$ cat src/rtl/pingpong_conv_reader.sv
// Consumer-side reader for the ping-pong line buffer: sweeps a filled bank and streams it to the PE.
// Optional feature: define PPB_READER_FRAME_CNT_EN to build the 16-bit completed-frame counter.
module pingpong_conv_reader #(
  parameter int unsigned DATA_W = 8,
  parameter int unsigned ADDR_W = 10,
  parameter int unsigned DEPTH  = 1024
) (
  input  logic              i_clk,
  input  logic              i_rst_n,
  input  logic              i_en,
  input  logic              i_buf_ready,
  output logic [ADDR_W-1:0] o_conv_addr,
  input  logic [DATA_W-1:0] i_conv_dout,
  output logic              o_switch_pingpong,
  output logic [DATA_W-1:0] o_data,
  output logic              o_data_vld,
  input  logic              i_data_rdy,
  output logic              o_data_last,
  output logic              o_busy,
  output logic [15:0]       o_frame_cnt
);

  localparam logic [ADDR_W-1:0] LastAddr = ADDR_W'(DEPTH - 1);

  typedef enum logic [1:0] {StIdle, StRead, StDrain, StHoldoff} state_e;

  state_e            state_q, state_d;
  logic [ADDR_W-1:0] addr_q, addr_d;
  logic              hold_q;
  logic              sw_q;
  logic              rd_vld_q, rd_last_q;
  logic [2:0]        fifo_cnt_q;
  logic [1:0]        wr_ptr_q, rd_ptr_q;
  logic [DATA_W:0]   fifo_mem_q [4];
  logic              issue, issue_last, push, pop, head_last, frame_done;

  // A read is in flight for exactly one cycle (data on i_conv_dout) before it lands in the FIFO,
  // so reserving a slot for it keeps the 4-entry FIFO from ever overflowing.
  assign issue      = (state_q == StRead) && i_en &&
                      ((4'(fifo_cnt_q) + 4'(rd_vld_q)) <= 4'd3);
  assign issue_last = issue && (addr_q == LastAddr);
  assign push       = rd_vld_q;
  assign pop        = o_data_vld && i_data_rdy;
  assign head_last  = fifo_mem_q[rd_ptr_q][DATA_W];
  assign frame_done = (state_q == StDrain) && pop && head_last && !rd_vld_q;

  // FSM: state register
  always_ff @(posedge i_clk or negedge i_rst_n) begin
    if (!i_rst_n) begin
      state_q <= StIdle;
    end else begin
      state_q <= state_d;
    end
  end

  // FSM: next state
  always_comb begin
    state_d = state_q;
    unique case (state_q)
      StIdle:    if (i_buf_ready && i_en) state_d = StRead;
      StRead:    if (issue_last) state_d = StDrain;
      StDrain:   if (frame_done) state_d = StHoldoff;
      StHoldoff: if (hold_q) state_d = StIdle;
      default:   state_d = StIdle;
    endcase
  end

  // FSM: outputs
  always_comb begin
    o_busy = (state_q != StIdle);
  end

  always_comb begin
    addr_d = addr_q;
    if (issue && !issue_last) begin
      addr_d = addr_q + ADDR_W'(1);
    end
    if ((state_q == StHoldoff) && hold_q) begin
      addr_d = '0;
    end
  end

  always_ff @(posedge i_clk or negedge i_rst_n) begin
    if (!i_rst_n) begin
      addr_q    <= '0;
      hold_q    <= 1'b0;
      sw_q      <= 1'b0;
      rd_vld_q  <= 1'b0;
      rd_last_q <= 1'b0;
    end else begin
      addr_q    <= addr_d;
      hold_q    <= (state_q == StHoldoff) ? ~hold_q : 1'b0;
      rd_vld_q  <= issue;
      rd_last_q <= issue_last;
      if (frame_done) begin
        sw_q <= ~sw_q;
      end
    end
  end

  // Output FIFO; entries carry the last-beat tag in the MSB.
  always_ff @(posedge i_clk or negedge i_rst_n) begin
    if (!i_rst_n) begin
      for (int i = 0; i < 4; i++) begin
        fifo_mem_q[i] <= '0;
      end
      wr_ptr_q   <= '0;
      rd_ptr_q   <= '0;
      fifo_cnt_q <= '0;
    end else begin
      if (push) begin
        fifo_mem_q[wr_ptr_q] <= {rd_last_q, i_conv_dout};
        wr_ptr_q             <= wr_ptr_q + 2'd1;
      end
      if (pop) begin
        rd_ptr_q <= rd_ptr_q + 2'd1;
      end
      unique case ({push, pop})
        2'b10:   fifo_cnt_q <= fifo_cnt_q + 3'd1;
        2'b01:   fifo_cnt_q <= fifo_cnt_q - 3'd1;
        default: fifo_cnt_q <= fifo_cnt_q;
      endcase
    end
  end

`ifdef PPB_READER_FRAME_CNT_EN
  logic [15:0] frame_cnt_q;

  always_ff @(posedge i_clk or negedge i_rst_n) begin
    if (!i_rst_n) begin
      frame_cnt_q <= '0;
    end else if (frame_done) begin
      frame_cnt_q <= frame_cnt_q + 16'd1;
    end
  end

  assign o_frame_cnt = frame_cnt_q;
`else
  assign o_frame_cnt = 16'd0;
`endif

  assign o_conv_addr       = addr_q;
  assign o_switch_pingpong = sw_q;
  assign o_data            = fifo_mem_q[rd_ptr_q][DATA_W-1:0];
  assign o_data_vld        = (fifo_cnt_q != 3'd0);
  assign o_data_last       = o_data_vld && head_last;

endmodule
$ cat config.mk
export PLATFORM = sky130hd
export DESIGN_NAME = pingpong_conv_reader
export DESIGN_NICKNAME = d
export VERILOG_FILES = /design/src/rtl/pingpong_conv_reader.sv
export SDC_FILE = /design/constraint.sdc
export NUM_CORES = 1
export LEC_CHECK = 0
export BUFFER_PORTS_ARGS = -buffer_cell sky130_fd_sc_hd__buf_2
export CORE_MARGIN = 4
export CORE_UTILIZATION = 45
export CTS_BUF_LIST = sky130_fd_sc_hd__clkbuf_16
export DETAILED_ROUTE_END_ITERATION = 12
export PLACE_DENSITY = 0.76
export SLEW_MARGIN = 30
export SYNTH_ARGS = -nofsm -noshare
export SYNTH_HDL_FRONTEND = slang
export SYNTH_SLANG_ARGS = --single-unit
$ cat constraint.sdc
create_clock -name i_clk -period 2.6 [get_ports i_clk]
set_input_delay 0.13 -clock i_clk [delete_from_list [all_inputs] [get_ports i_clk]]
set_output_delay 0.13 -clock i_clk [all_outputs]
set_load 0.03 [all_outputs]
==> flow_summary.toml <==
[cells_and_area]
final_core_util = 0.539
synthToLayoutAreaGrowth_pct = 16.7
fin_nets = 295
fillers = 542
num_antenna_cells = 0
drive_gt1_frac = 0.378

[synthesis]
yosysSeqAreaShare = 0.506
synthArstFlopShare = 1.00
ys_ff_latch = 59
synth_cell_types = 37
synth_ff_type = "dfrtp_1"
synth_warnings = 0
mappedNetlistArea_sq_mm = 0.00292
synth_area_per_cell_sq_um = 13.0
synth_edf_count = 0
postSynthCellCount = 225

[clocking]
path_clk_slew_ns = 0.05
cts_tree = "done"
htreeDepth = 3
post_cts_buffers = 0
cts_buffers = 9
cts-root-buf = "clkbuf_16"
cts.sink_count = 59
clk_latency_ns = 0.32
cts.path.max_buffers = 2

[power_and_ir_drop]
leakage_nw = 1.56
p_switching_mw = 1.49
p_int_mw = 2.64
design_power_total_mw = 4.13
clockPowerShare = 0.244
ir_worst_vdd_mv = 0.782
seqPwrFrac = 0.369
power_density_mw_per_mm2 = 1210
power_frac_comb = 0.387
switching_share = 0.361

[timing]
drv_slew = 0
finalSetupViolations = 0
relSlewSlack = 0.552
rsz0062_at_grt = "false"
worst_pin_slew_ns = 0.666
period_share = 0.828
period_minus_slack_ns = 2.15
whs_ns = 0.0892
fmax_mhz = 464
skew_ns = 0.00381
fin_setup_tns_ns = 0
hold_viol_final = 0

[placement]
dpl.hpwl_mm = 3.71
gp_congestion = 0.845
portBuffers = 34

[global_routing]
grt.total_usage = 0.152
grt_max_degree = 23
grt-ovfl-total = 0
grt_pass1_vias = 1846
grt_pass1_wl_mm = 8.94
antenna_found_initial = 0

[setup_path]
path_class = "register to register"
startpoint = "o_conv_addr[0]"
cp_data_required_time_ns = 2.80
end_kind = "register"
crit_fanout = 6
r2r-start = "o_conv_addr[0]"
cp.arrival_ns = 2.36
start_kind = "register"

[drt]
firstDrtPassIters = 4
wl_per_cell_um = 15.1
drtAntennaViolNets = 0
drt_iter0_drc = 83
maxUsedRoutingLayer = "met4"
wl_met1_mm = 2.41
wl_met2_mm = 2.56
num_vias = 1780
viasPerCell = 5.06
wl_mm = 5.31
met3_length_um = 267
drcViolationCount = 0

[hold_path]
hp-class = "primary input to register"
hp-start = "i_conv_dout[4]"

[job]
cap_violations = 0

[die]
chipHeight_um = 88.5
core-area_sq_mm = 0.00631
rows = 29
die_area_sq_mm = 0.00784
die_x_um = 88.5
start_util = 0.462
ioPinCount = 51

[run_status]
status = "finished clean"
==> cell usage after synthesis, drive strengths merged, types with 4 or more instances <==
cell type  instances  area (sq um)
nor2              13          48.8
dfrtp             59          1480
mux4               9           203
nor3               5          25.0
nand3              4          25.0
nand2             14          52.6
xnor2             11          96.3
ha                11           138
inv               11          41.3
mux2              37           420
buf               20           139
==> cells in the final DEF, fill, tap and decap left out, drive strengths merged, types with 2 or more instances in the layout <==
cell	synthesis	final
a21oi	3	3
and2	2	2
buf	20	39
clkbuf	1	9
clkinv	0	6
conb	1	16
dfrtp	59	59
ha	11	11
inv	11	11
mux2	37	37
mux2i	2	2
mux4	9	9
nand2	14	14
nand3	4	4
nand4	2	2
nor2	13	13
nor3	5	5
o21ai	3	3
xnor2	11	11
xor2	3	3
==> power by group through the flow <==
stage	combinational [mW]	sequential (mW)	clock (mW)
floorplan	1.23	1.53	0
global placement	1.57	1.51	0
detailed placement	1.62	1.54	0
CTS	1.63	1.52	1.03
global route	1.74	1.57	1.08
finish	1.60	1.52	1.01
==> what timing repair did <==
action,in CTS,in global routing
hold buffers,1,0
endpoints found under the hold margin,20,0
resized for setup,0,0
==> sequential cells by signal (all words and copies together), names as in the netlist <==
register,flops
hold_q,1
state_q,2
rd_ptr_q,2
rd_last_q,1
o_conv_addr,10
fifo_cnt_q,3
wr_ptr_q,2
o_switch_pingpong,1
push,1
fifo_mem_q,36
==> per-layer routing <==
| layer | up-vias | global-route usage |
|---|---|---|
| met4 | 0 | 0.0453 |
| met3 | 10 | 0.0540 |
| met1 | 884 | 0.195 |
| met2 | 48 | 0.244 |
| li1 | 838 | - |
| met5 | - | 0 |
==> kinds of logic (layout without fill, tap and decap cells) <==
kind of cell | count (synthesis) | in the layout | share of synthesized area
flops | 59 | 59 | 0.506
simple gates | 49 | 49 | 0.0849
mux | 48 | 48 | 0.220
buf+inv | 32 | 67 | 0.0630
xor+xnor | 14 | 14 | 0.0420
fa+ha+maj | 12 | 12 | 0.0540
compound gates | 10 | 10 | 0.0283
other cells | 1 | 16 | 0.00129
==> per-stage QoR <==
step / std cells / setup slack, ns / area [sq um]
global placement: 335 / 0.536 / 3140
detailed placement: 335 / 0.475 / 3140
global route: 352 / 0.313 / 3410
CTS: 352 / 0.454 / 3410
floorplan: 240 / 0.363 / 2970
finish: 352 / 0.446 / 3410
==> critical path: stages, from the launching register on <==
cell and delay [ns]:
dfrtp_1 0.42, ha_1 0.21, nand3_2 0.13, or2_4 0.29, o31a_1 0.31, a2111oi_4 0.35
mux2_4 0.33
==> worst paths after layout <==
path	endpoint	slack (ns)	cells past startpoint
max	state_q[1]	0.45	6
min	fifo_mem_q[4]	0.09	2
max reg2reg	state_q[1]	0.45	6
min reg2reg	hold_q	0.46	1
max in group asynchronous	fifo_cnt_q[0]	1.65	3
min in group asynchronous	fifo_mem_q[20]	0.30	2
==> cell type report <==
| cell class | instances | area [sq um] | share of cell area |
|---|---|---|---|
| sequential | 59 | 1480 | 0.434 |
| tap | 77 | 96.3 | 0.0283 |
| clock buffer | 9 | 225 | 0.0661 |
| timing repair buffer | 40 | 218 | 0.0639 |
| inverter | 11 | 41.3 | 0.0121 |
| multi-input combinational | 149 | 1310 | 0.386 |
| clock inverter | 7 | 35.0 | 0.0103 |
(Power assumes the default switching activity.)
